### config.mk
export PLATFORM = sky130hd
export DESIGN_NAME = sync_fifo_flags
export DESIGN_NICKNAME = d
export VERILOG_FILES = /design/src/rtl/sync_fifo_flags_pkg.sv /design/src/rtl/sync_fifo_flags_fifo_mem.sv /design/src/rtl/sync_fifo_flags.sv
export SDC_FILE = /design/constraint.sdc
export NUM_CORES = 1
export LEC_CHECK = 0
export ABC_AREA = 0
export BUFFER_PORTS_ARGS = -buffer_cell sky130_fd_sc_hd__buf_2
export CAP_MARGIN = 20
export CORE_MARGIN = 1
export CORE_UTILIZATION = 54
export CTS_CLUSTER_SIZE = 28
export DETAILED_ROUTE_END_ITERATION = 10
export GPL_ROUTABILITY_DRIVEN = 0
export PLACE_DENSITY_LB_ADDON = 0.05
export SETUP_SLACK_MARGIN = 0.3
export SYNTH_ARGS = -nofsm -noshare
export SYNTH_HDL_FRONTEND = slang
export SYNTH_SLANG_ARGS = --single-unit
export TNS_END_PERCENT = 5
### constraint.sdc
create_clock -name clk -period 3.05 [get_ports clk]
set_input_delay 0.7625 -clock clk [delete_from_list [all_inputs] [get_ports clk]]
set_output_delay 0.7625 -clock clk [all_outputs]
set_load 0.05 [all_outputs]
### src/rtl/sync_fifo_flags_pkg.sv
// Shared helpers for sync_fifo_flags: pointer width and parameter legality tests.
package sync_fifo_flags_pkg;

  // Pointers carry one extra wrap bit above the address bits.
  function automatic int ptr_w(input int depth);
    return $clog2(depth) + 1;
  endfunction

  function automatic bit is_pow2(input int value);
    return (value > 0) && ((value & (value - 1)) == 0);
  endfunction

endpackage

### src/rtl/sync_fifo_flags_fifo_mem.sv
// WIDTH x DEPTH register array: one synchronous write port, one asynchronous read port.
module sync_fifo_flags_fifo_mem #(
  parameter int WIDTH = 8,
  parameter int DEPTH = 4
) (
  input  logic                     clk,
  input  logic                     i_wr_en,
  input  logic [$clog2(DEPTH)-1:0] i_wr_addr,
  input  logic [WIDTH-1:0]         i_wr_data,
  input  logic [$clog2(DEPTH)-1:0] i_rd_addr,
  output logic [WIDTH-1:0]         o_rd_data
);

  logic [WIDTH-1:0] r_mem [DEPTH];

  // NOTE: storage has no reset; occupancy is tracked by the pointers, so stale words are never observed.
  always_ff @(posedge clk) begin
    if (i_wr_en) begin
      r_mem[i_wr_addr] <= i_wr_data;
    end
  end

  assign o_rd_data = r_mem[i_rd_addr];

endmodule

### src/rtl/sync_fifo_flags.sv
// Single-clock FIFO with occupancy count, programmable almost flags, flush and sticky errors.
module sync_fifo_flags
  import sync_fifo_flags_pkg::*;
#(
  parameter int WIDTH    = 8,
  parameter int DEPTH    = 4,
  parameter int AF_LEVEL = DEPTH - 1,
  parameter int AE_LEVEL = 1
) (
  input  logic                      clk,
  input  logic                      reset,
  input  logic                      flush,
  input  logic                      enqueue_request,
  input  logic                      dequeue_request,
  input  logic [WIDTH-1:0]          data_in,
  output logic [WIDTH-1:0]          data_out,
  output logic                      is_empty,
  output logic                      is_full,
  output logic                      almost_empty,
  output logic                      almost_full,
  output logic [ptr_w(DEPTH)-1:0]   count,
  output logic                      overflow,
  output logic                      underflow
);

  localparam int PTR_W = ptr_w(DEPTH);
  localparam int AW    = PTR_W - 1;

  if (WIDTH < 1) begin : g_bad_width
    $error("sync_fifo_flags: WIDTH must be at least 1");
  end
  if (!is_pow2(DEPTH) || DEPTH < 2) begin : g_bad_depth
    $error("sync_fifo_flags: DEPTH must be a power of 2 and at least 2");
  end
  if (AF_LEVEL < 1 || AF_LEVEL > DEPTH) begin : g_bad_af
    $error("sync_fifo_flags: AF_LEVEL must lie in 1..DEPTH");
  end
  if (AE_LEVEL < 0 || AE_LEVEL > DEPTH - 1) begin : g_bad_ae
    $error("sync_fifo_flags: AE_LEVEL must lie in 0..DEPTH-1");
  end

  logic [PTR_W-1:0] r_wr_ptr, r_rd_ptr, r_count;
  logic             r_is_empty, r_is_full, r_almost_empty, r_almost_full;
  logic             r_overflow, r_underflow;

  logic             w_do_enq, w_do_deq, w_wr_en;
  logic [PTR_W-1:0] w_wr_ptr_nxt, w_rd_ptr_nxt, w_count_nxt;
  logic             w_ovf_nxt, w_udf_nxt;

  // A dequeue frees a slot in the same cycle, so a full FIFO may still accept a write.
  assign w_do_deq = dequeue_request && !r_is_empty;
  assign w_do_enq = enqueue_request && (!r_is_full || w_do_deq);
  assign w_wr_en  = w_do_enq && !flush && !reset;

  // NOTE: every variable gets a default first so no path leaves it unassigned and infers a latch.
  always_comb begin
    w_wr_ptr_nxt = r_wr_ptr;
    w_rd_ptr_nxt = r_rd_ptr;
    w_count_nxt  = r_count;
    w_ovf_nxt    = r_overflow;
    w_udf_nxt    = r_underflow;
    if (flush) begin
      w_wr_ptr_nxt = '0;
      w_rd_ptr_nxt = '0;
      w_count_nxt  = '0;
    end else begin
      w_wr_ptr_nxt = r_wr_ptr + PTR_W'(w_do_enq);
      w_rd_ptr_nxt = r_rd_ptr + PTR_W'(w_do_deq);
      w_count_nxt  = r_count + PTR_W'(w_do_enq) - PTR_W'(w_do_deq);
      w_ovf_nxt    = r_overflow  | (enqueue_request & ~w_do_enq);
      w_udf_nxt    = r_underflow | (dequeue_request & r_is_empty);
    end
  end

  // NOTE: sequential state uses non-blocking assignments so every register samples pre-edge values.
  always_ff @(posedge clk) begin
    if (reset) begin
      r_wr_ptr       <= '0;
      r_rd_ptr       <= '0;
      r_count        <= '0;
      r_is_empty     <= 1'b1;
      r_is_full      <= 1'b0;
      r_almost_empty <= 1'b1;
      r_almost_full  <= (AF_LEVEL == 0);
      r_overflow     <= 1'b0;
      r_underflow    <= 1'b0;
    end else begin
      r_wr_ptr       <= w_wr_ptr_nxt;
      r_rd_ptr       <= w_rd_ptr_nxt;
      r_count        <= w_count_nxt;
      r_is_empty     <= (w_wr_ptr_nxt == w_rd_ptr_nxt);
      r_is_full      <= ((w_wr_ptr_nxt ^ w_rd_ptr_nxt) == {1'b1, {AW{1'b0}}});
      r_almost_empty <= (w_count_nxt <= PTR_W'(AE_LEVEL));
      r_almost_full  <= (w_count_nxt >= PTR_W'(AF_LEVEL));
      r_overflow     <= w_ovf_nxt;
      r_underflow    <= w_udf_nxt;
    end
  end

  sync_fifo_flags_fifo_mem #(
    .WIDTH (WIDTH),
    .DEPTH (DEPTH)
  ) u_mem (
    .clk       (clk),
    .i_wr_en   (w_wr_en),
    .i_wr_addr (r_wr_ptr[AW-1:0]),
    .i_wr_data (data_in),
    .i_rd_addr (r_rd_ptr[AW-1:0]),
    .o_rd_data (data_out)
  );

  assign is_empty     = r_is_empty;
  assign is_full      = r_is_full;
  assign almost_empty = r_almost_empty;
  assign almost_full  = r_almost_full;
  assign count        = r_count;
  assign overflow     = r_overflow;
  assign underflow    = r_underflow;

endmodule

==> results of run 1 <==
[power by group]
part | switching [W] | internal (W)
sequential | 0.00000585 | 0.000690
clock | 0.000181 | 0.0000860
combinational | 0.0000633 | 0.0000312
[layer usage]
metal / wire length (µm) / vias to the layer above / GRT usage
met5: 0 / - / 0
met2: 1376 / 21 / 0.3143
met4: 58 / 0 / 0.08970
met3: 131 / 5 / 0.06710
met1: 1052 / 482 / 0.1681
li1: - / 470 / -
[placed cells by master (no fill, tap or decap)]
| cell | n |
|---|---|
| buf_2 | 29 |
| dfxtp_2 | 1 |
| clkinv_2 | 3 |
| nor3b_1 | 2 |
| nor3b_2 | 1 |
| a31oi_1 | 1 |
| or2_0 | 1 |
| o21ai_0 | 1 |
| clkbuf_4 | 5 |
| a21o_1 | 1 |
| inv_1 | 5 |
| dfxtp_1 | 14 |
| xor2_1 | 2 |
| nand2b_1 | 2 |
| fa_1 | 1 |
| mux4_2 | 8 |
| a41oi_1 | 1 |
| nor2_2 | 1 |
| and2_1 | 6 |
| nor2_1 | 7 |
| buf_4 | 4 |
| nor3_1 | 1 |
| edfxtp_1 | 32 |
| nand2_1 | 4 |
| xnor2_1 | 5 |
| a21oi_1 | 1 |
| ha_1 | 6 |
| o211ai_2 | 1 |
[logic make-up after synthesis]
family,share of synthesized area
xor+xnor,0.03372
compound gates,0.02477
fa+ha+maj,0.05230
simple gates,0.07502
buf+inv,0.02133
flops,0.6937
mux,0.09910
[through the flow]
step	hold slack [ns]	utilization	instances	setup WS [ns]
CTS	0.4996	0.6652	190	0.3200
detailed placement	0.4684	0.6484	182	0.4555
global placement	0.4471	0.6484	182	0.4882
floorplan	0.4876	-	108	0.6216
global route	0.5434	0.6656	190	0.4981
finish	0.4891	0.6656	190	0.6026
[synthesized netlist by cell type, types with 2 or more instances]
cell,n,share of area
and2_1,6,0.021
dfxtp_1,15,0.17
edfxtp_1,32,0.53
ha_1,6,0.041
inv_1,5,0.010
mux4_2,8,0.099
nand2_1,4,0.0083
nand2b_1,2,0.0069
nor2_1,7,0.014
nor3b_1,2,0.0083
xnor2_1,5,0.024
xor2_1,2,0.0096
[path summary, 6_finish.rpt]
| check | cells past startpoint | endpoint | slack, ns | start |
|---|---|---|---|---|
| worst max-delay path | 2 | data_out[2] | 0.60 | r_rd_ptr[0] |
| worst min-delay path | 2 | overflow | 0.49 | overflow |
| worst max register to register | 11 | almost_full | 0.90 | is_empty |
| worst min register to register | 2 | overflow | 0.49 | overflow |
[layout make-up]
type / instances / area share
clock buffers: 5 / 0.01803
inverters: 5 / 0.009014
repair buffers: 33 / 0.08413
multi-input cells: 53 / 0.2488
flip-flops and latches: 47 / 0.6064
well taps: 44 / 0.02644
clock inverters: 3 / 0.007212
[critical path, cell delays in order (launching register included)]
cell,delay [ns]
dfxtp_2,0.55
mux4_2,0.55
buf_2,0.23
[sequential cells by signal (all words and copies together) (netlist names), 3 cells and up]
signal	cells
u_mem.r_mem	32
count	3
r_rd_ptr	3
r_wr_ptr	3
==> impl_metrics.env, run 1 <==
export IMPL_synth_main_ff_cell="edfxtp_1"
export IMPL_overflow=0
export IMPL_setup_violations=0
export IMPL_row_count=20
export IMPL_worst_setup_path_type="reg2out"
export IMPL_ios=30
export IMPL_ant_nets=0
export IMPL_diodes=0
export IMPL_clock_sinks=47
export IMPL_grt_max_degree=15
export IMPL_max_slew_worst_pin_slew_ns=0.4537
export IMPL_wl_per_cell_um=13.78
export IMPL_grt_use_total=0.1734
export IMPL_status="complete, no violations"
export IMPL_dpl_instance_area_um2=2028
export IMPL_rsz0062_at_grt="false"
export IMPL_vias=978
export IMPL_fin_nets=165
export IMPL_multiInputGateArea_um2=518.0
export IMPL_finalHoldViolations=0
export IMPL_arrival_ns=1.68
export IMPL_cts_inserted_buffers=5
export IMPL_finalSetupTns_ns=0
export IMPL_cap_violations=0
export IMPL_slew_headroom=0.6971
export IMPL_report_final_slew_viol_count=0
export IMPL_seqCellArea_um2=1262
export IMPL_yosysUniqueCellTypes=26
export IMPL_tritoncts="built"
export IMPL_port_buffers=29
export IMPL_yosysSeqAreaShare=0.6937
export IMPL_p_per_area_nw_per_um2=507.9
export IMPL_dieArea_um2=3602
export IMPL_finClkSkew_ns=0.01077
export IMPL_drc=0
export IMPL_hp_class="reg2reg"
export IMPL_core_area_um2=3128
export IMPL_start_util=0.5812
export IMPL_postLayoutCellArea_um2=2082
export IMPL_power_total_w=0.001057
export IMPL_hpwl_mm=1.868
export IMPL_cellLeakagePower_nw=0.7880
export IMPL_worstSetupStartpointType="flop"
export IMPL_cts_max_path_buffers=2
export IMPL_drive_gt1_frac=0.3630
export IMPL_cts_resized=0
export IMPL_avgSynthCellArea_um2=16.83
export IMPL_syn_area_um2=1818
export IMPL_vias_per_cell=5.147
export IMPL_path_max_fanout=9
export IMPL_die_height_um=60.02
export IMPL_synth_edff_count=32
export IMPL_synth_seq_cells=47
export IMPL_final_period_utilization=0.8024
export IMPL_synth_warnings=0
export IMPL_grt_pass1_wl_mm=4.112
export IMPL_wl_mm=2.618
export IMPL_synth_async_sr_flop_share=0
export IMPL_clk_latency_ns=0.35
export IMPL_end_kind="output port"
export IMPL_max_freq_mhz=408.6
export IMPL_fill_cells=240
export IMPL_required_ns=2.29
export IMPL_die_width_um=60.02
export IMPL_areaGrowthSynthToFinish_pct=14.52
export IMPL_hold_buffers=0
export IMPL_drt_iter0_drc=25
export IMPL_clk_pin_slew_ns=0.13
export IMPL_grt_pass1_vias=939
export IMPL_first_pass_iters=2
export IMPL_root_buffer="clkbuf_4"
export IMPL_syn_num_nets=128
export IMPL_post_cts_setup_buffers=0
export IMPL_htreeDepth=2
export IMPL_synthCells=108
export IMPL_final_min_clock_period_ns=2.447
export IMPL_antenna_found_initial=0
export IMPL_ir_worst_vdd_uv=314.9
Note: power is estimated with default switching activity, not from simulation.
==> run 2, diff against run 1 <==
--- a/config.mk
+++ b/config.mk
@@ -5,11 +5,11 @@
 export SDC_FILE = /design/constraint.sdc
 export NUM_CORES = 1
 export LEC_CHECK = 0
-export ABC_AREA = 0
+export ABC_AREA = 1
 export BUFFER_PORTS_ARGS = -buffer_cell sky130_fd_sc_hd__buf_2
 export CAP_MARGIN = 20
 export CORE_MARGIN = 1
-export CORE_UTILIZATION = 54
+export CORE_UTILIZATION = 50
 export CTS_CLUSTER_SIZE = 28
 export DETAILED_ROUTE_END_ITERATION = 10
 export GPL_ROUTABILITY_DRIVEN = 0
==> constraint.sdc (replaced) <==
create_clock -name clk -period 2.1 [get_ports clk]
set_input_delay 0.525 -clock clk [delete_from_list [all_inputs] [get_ports clk]]
set_output_delay 0.525 -clock clk [all_outputs]
set_load 0.05 [all_outputs]
==> run 2 against run 1 <==
Net effect:
- core utilization fell by 1.2 points
- critical path depth increased by 10
- count of clock-buffer cells in the layout unchanged
- sequential power rose by 45%
- via count increased by 40%
- final cell count is 42% higher
- worst hold slack got worse by 0.059 ns
- sequential share of layout area is 7.5 points lower
- clock power rose to 2.5 times the previous value
- register-to-register slack worse by 0.73 ns
==> impl_metrics.env, run 2 <==
export IMPL_whs_path_depth=1
export IMPL_report_final_slew_viol_count=0
export IMPL_wl_per_cell_um=13.36
export IMPL_muxShareOfSynthArea=0
export IMPL_hp_start="data_in[1]"
export IMPL_p_per_area_nw_per_um2=779.7
export IMPL_cts_inserted_buffers=5
export IMPL_port_buffers=29
export IMPL_cap_violations=0
export IMPL_yosysMostFrequentCell="edfxtp_1"
export IMPL_crit_buf_inv=5
export IMPL_ios=30
export IMPL_post_route_util=0.6531
export IMPL_final_cell_mix="edfxtp_1, nor2_1, nand2_1"
export IMPL_grt_pass1_wl_mm=5.865
export IMPL_netlist_area_leader_share=0.5013
export IMPL_synth_xor_area_share=0.009138
export IMPL_vias_per_cell=5.056
export IMPL_slowest_delay_ns=0.41
export IMPL_path_max_fanout=3
export IMPL_r2r_start="is_empty"
export IMPL_synthSimpleGateAreaFrac=0.1488
export IMPL_cts_max_path_buffers=2
export IMPL_synth_warnings=0
export IMPL_core_area_um2=3661
export IMPL_reg2reg_setup_slack_ns=0.17
export IMPL_required_ns=2.31
export IMPL_final_period_utilization=0.9248
export IMPL_grt_max_degree=17
export IMPL_start_util=0.5236
export IMPL_die_height_um=63.92
export IMPL_grt_use_total=0.1963
export IMPL_layout_commonest_cell="edfxtp_1"
export IMPL_die_width_um=63.92
export IMPL_crit_family="adder cells"
export IMPL_overflow=0
export IMPL_cellLeakagePower_nw=0.9879
export IMPL_worstSetupStartpointType="input pin"
export IMPL_diodes=0
export IMPL_ir_worst_vdd_uv=446.8
export IMPL_avgSynthCellArea_um2=10.89
export IMPL_end_kind="flop"
export IMPL_root_buffer="clkbuf_8"
export IMPL_final_min_clock_period_ns=1.942
export IMPL_drt_iter0_drc=47
export IMPL_areaGrowthSynthToFinish_pct=24.74
export IMPL_synthAdderAreaFrac=0.04961
export IMPL_tritoncts="built"
export IMPL_fin_nets=241
export IMPL_worst_setup_path_type="in2reg"
export IMPL_slew_headroom=0.8377
export IMPL_drive_gt1_frac=0.3063
export IMPL_setup_violations=0
export IMPL_synth_main_ff_cell="edfxtp_1"
export IMPL_reg2regPathDepth=10
export IMPL_hp_class="in2reg"
export IMPL_largest_register="u_mem.r_mem"
export IMPL_max_freq_mhz=514.9
export IMPL_wl_mm=3.607
export IMPL_clk_pin_slew_ns=0.09
export IMPL_cp_slowest_cell="fa_1"
export IMPL_max_slew_worst_pin_slew_ns=0.2416
export IMPL_synth_edff_count=32
export IMPL_htreeDepth=2
export IMPL_grt_pass1_vias=1332
export IMPL_critical_path_depth=12
export IMPL_antenna_found_initial=0
export IMPL_synthCells=176
export IMPL_clk_latency_ns=0.30
export IMPL_synth_async_sr_flop_share=0
export IMPL_synth_compound_area_frac=0.07768
export IMPL_largest_register_ffs=32
export IMPL_syn_num_nets=196
export IMPL_rsz0062_at_grt="true"
export IMPL_finalHoldViolations=0
export IMPL_yosys_top_cells_count="edfxtp_1, nor2_1, nand2_1"
export IMPL_vias=1365
export IMPL_clock_sinks=47
export IMPL_finalSetupTns_ns=0
export IMPL_hold_path_endpoint="u_mem.r_mem[0][1]"
export IMPL_dieArea_um2=4085
export IMPL_ant_nets=0
export IMPL_synth_top_family_by_area="simple AND/OR/NAND/NOR gates"
export IMPL_drc=0
export IMPL_status="complete, no violations"
export IMPL_yosysSeqAreaShare=0.6580
export IMPL_cp_cell_sequence="buf_8, inv_12, o21ai_4, nand2_2, ha_4, inv_2, ha_4, inv_2, fa_1, or2_4, nand2_1, inv_1"
export IMPL_hpwl_mm=2.358
export IMPL_first_pass_iters=4
export IMPL_synth_top_area_cell="edfxtp_1"
export IMPL_row_count=22
export IMPL_synth_seq_cells=47
export IMPL_ys_top_cells_by_area="edfxtp_1, dfxtp_1, nor2_1, nand2_1, o21ai_0"
export IMPL_yosysUniqueCellTypes=19
export IMPL_syn_area_um2=1917
export IMPL_arrival_ns=2.15
export IMPL_finClkSkew_ns=0.01145
export IMPL_timing_rr_end="almost_empty"
export IMPL_hold_buffers=0
-- run 2: worst register-to-register path, delay by kind of cell, from the launching register on --
kind / cells / cell delay [ns]
adder cells (fa/ha/maj): 3 / 0.83
AND/OR/NAND/NOR: 3 / 0.42
flip-flops: 1 / 0.37
buffers and inverters: 3 / 0.13
AO/OA/AOI/OAI: 1 / 0.13
-- run 2: cells by family (layout without fill, tap and decap cells) --
| family | Yosys count | in the layout |
|---|---|---|
| compound gates | 27 | 27 |
| xor+xnor | 2 | 2 |
| fa+ha+maj | 7 | 7 |
| buf+inv | 24 | 70 |
| flops | 47 | 47 |
| simple gates | 69 | 69 |
-- run 2: routing by layer --
layer	global-route usage	wire length, µm	share of wire
met1	0.2055	1510	0.42
met2	0.3617	1881	0.52
met3	0.04643	143	0.040
met4	0.09943	72	0.020
met5	0	0	0
-- run 2: report_power, final --
group	switching, W	internal, W	leakage (nW)
Sequential	0.0000107	0.00100	0.413
Clock	0.000313	0.000359	0.0548
Combinational	0.000120	0.0000600	0.520
Total	0.000444	0.00142	0.988
-- run 2: through the flow --
stage          hold slack [ns]  power [W]  setup slack [ns]  instance area [µm²]  cells
2_1_floorplan           0.5329   0.001147          -0.01503                 1946    176
3_3_place_gp            0.4365   0.001191           -0.2300                 2188    259
3_5_place_dp            0.4538   0.001197           -0.3101                 2188    259
4_1_cts                 0.4322   0.001861            0.1679                 2384    269
5_1_grt                 0.4244   0.001916           0.08679                 2391    270
6_report                0.4297   0.001864            0.1578                 2391    270
-- run 2: worst max path at each step --
stage	from	end	slack (ns)
2_1_floorplan	dequeue_request	almost_empty	-0.02
3_3_place_gp	dequeue_request	almost_empty	-0.23
3_5_place_dp	dequeue_request	almost_empty	-0.31
4_1_cts	is_empty	almost_empty	0.17
5_1_grt	is_empty	almost_empty	0.09
6_report	dequeue_request	almost_empty	0.16
-- run 2: final cells by class --
class	count	area, µm²
flip-flops and latches	47	1271
fillers	299	1270
multi-input cells	105	588.1
repair buffers	41	262.8
inverters	21	93.84
clock buffers	5	68.82
well taps	48	60.06
clock inverters	3	46.29
-- run 2: repair_timing --
item	in CTS	in global routing
pin swaps	7	1
buffers inserted	2	1
setup endpoints to repair	12	13
resized for setup	21	0
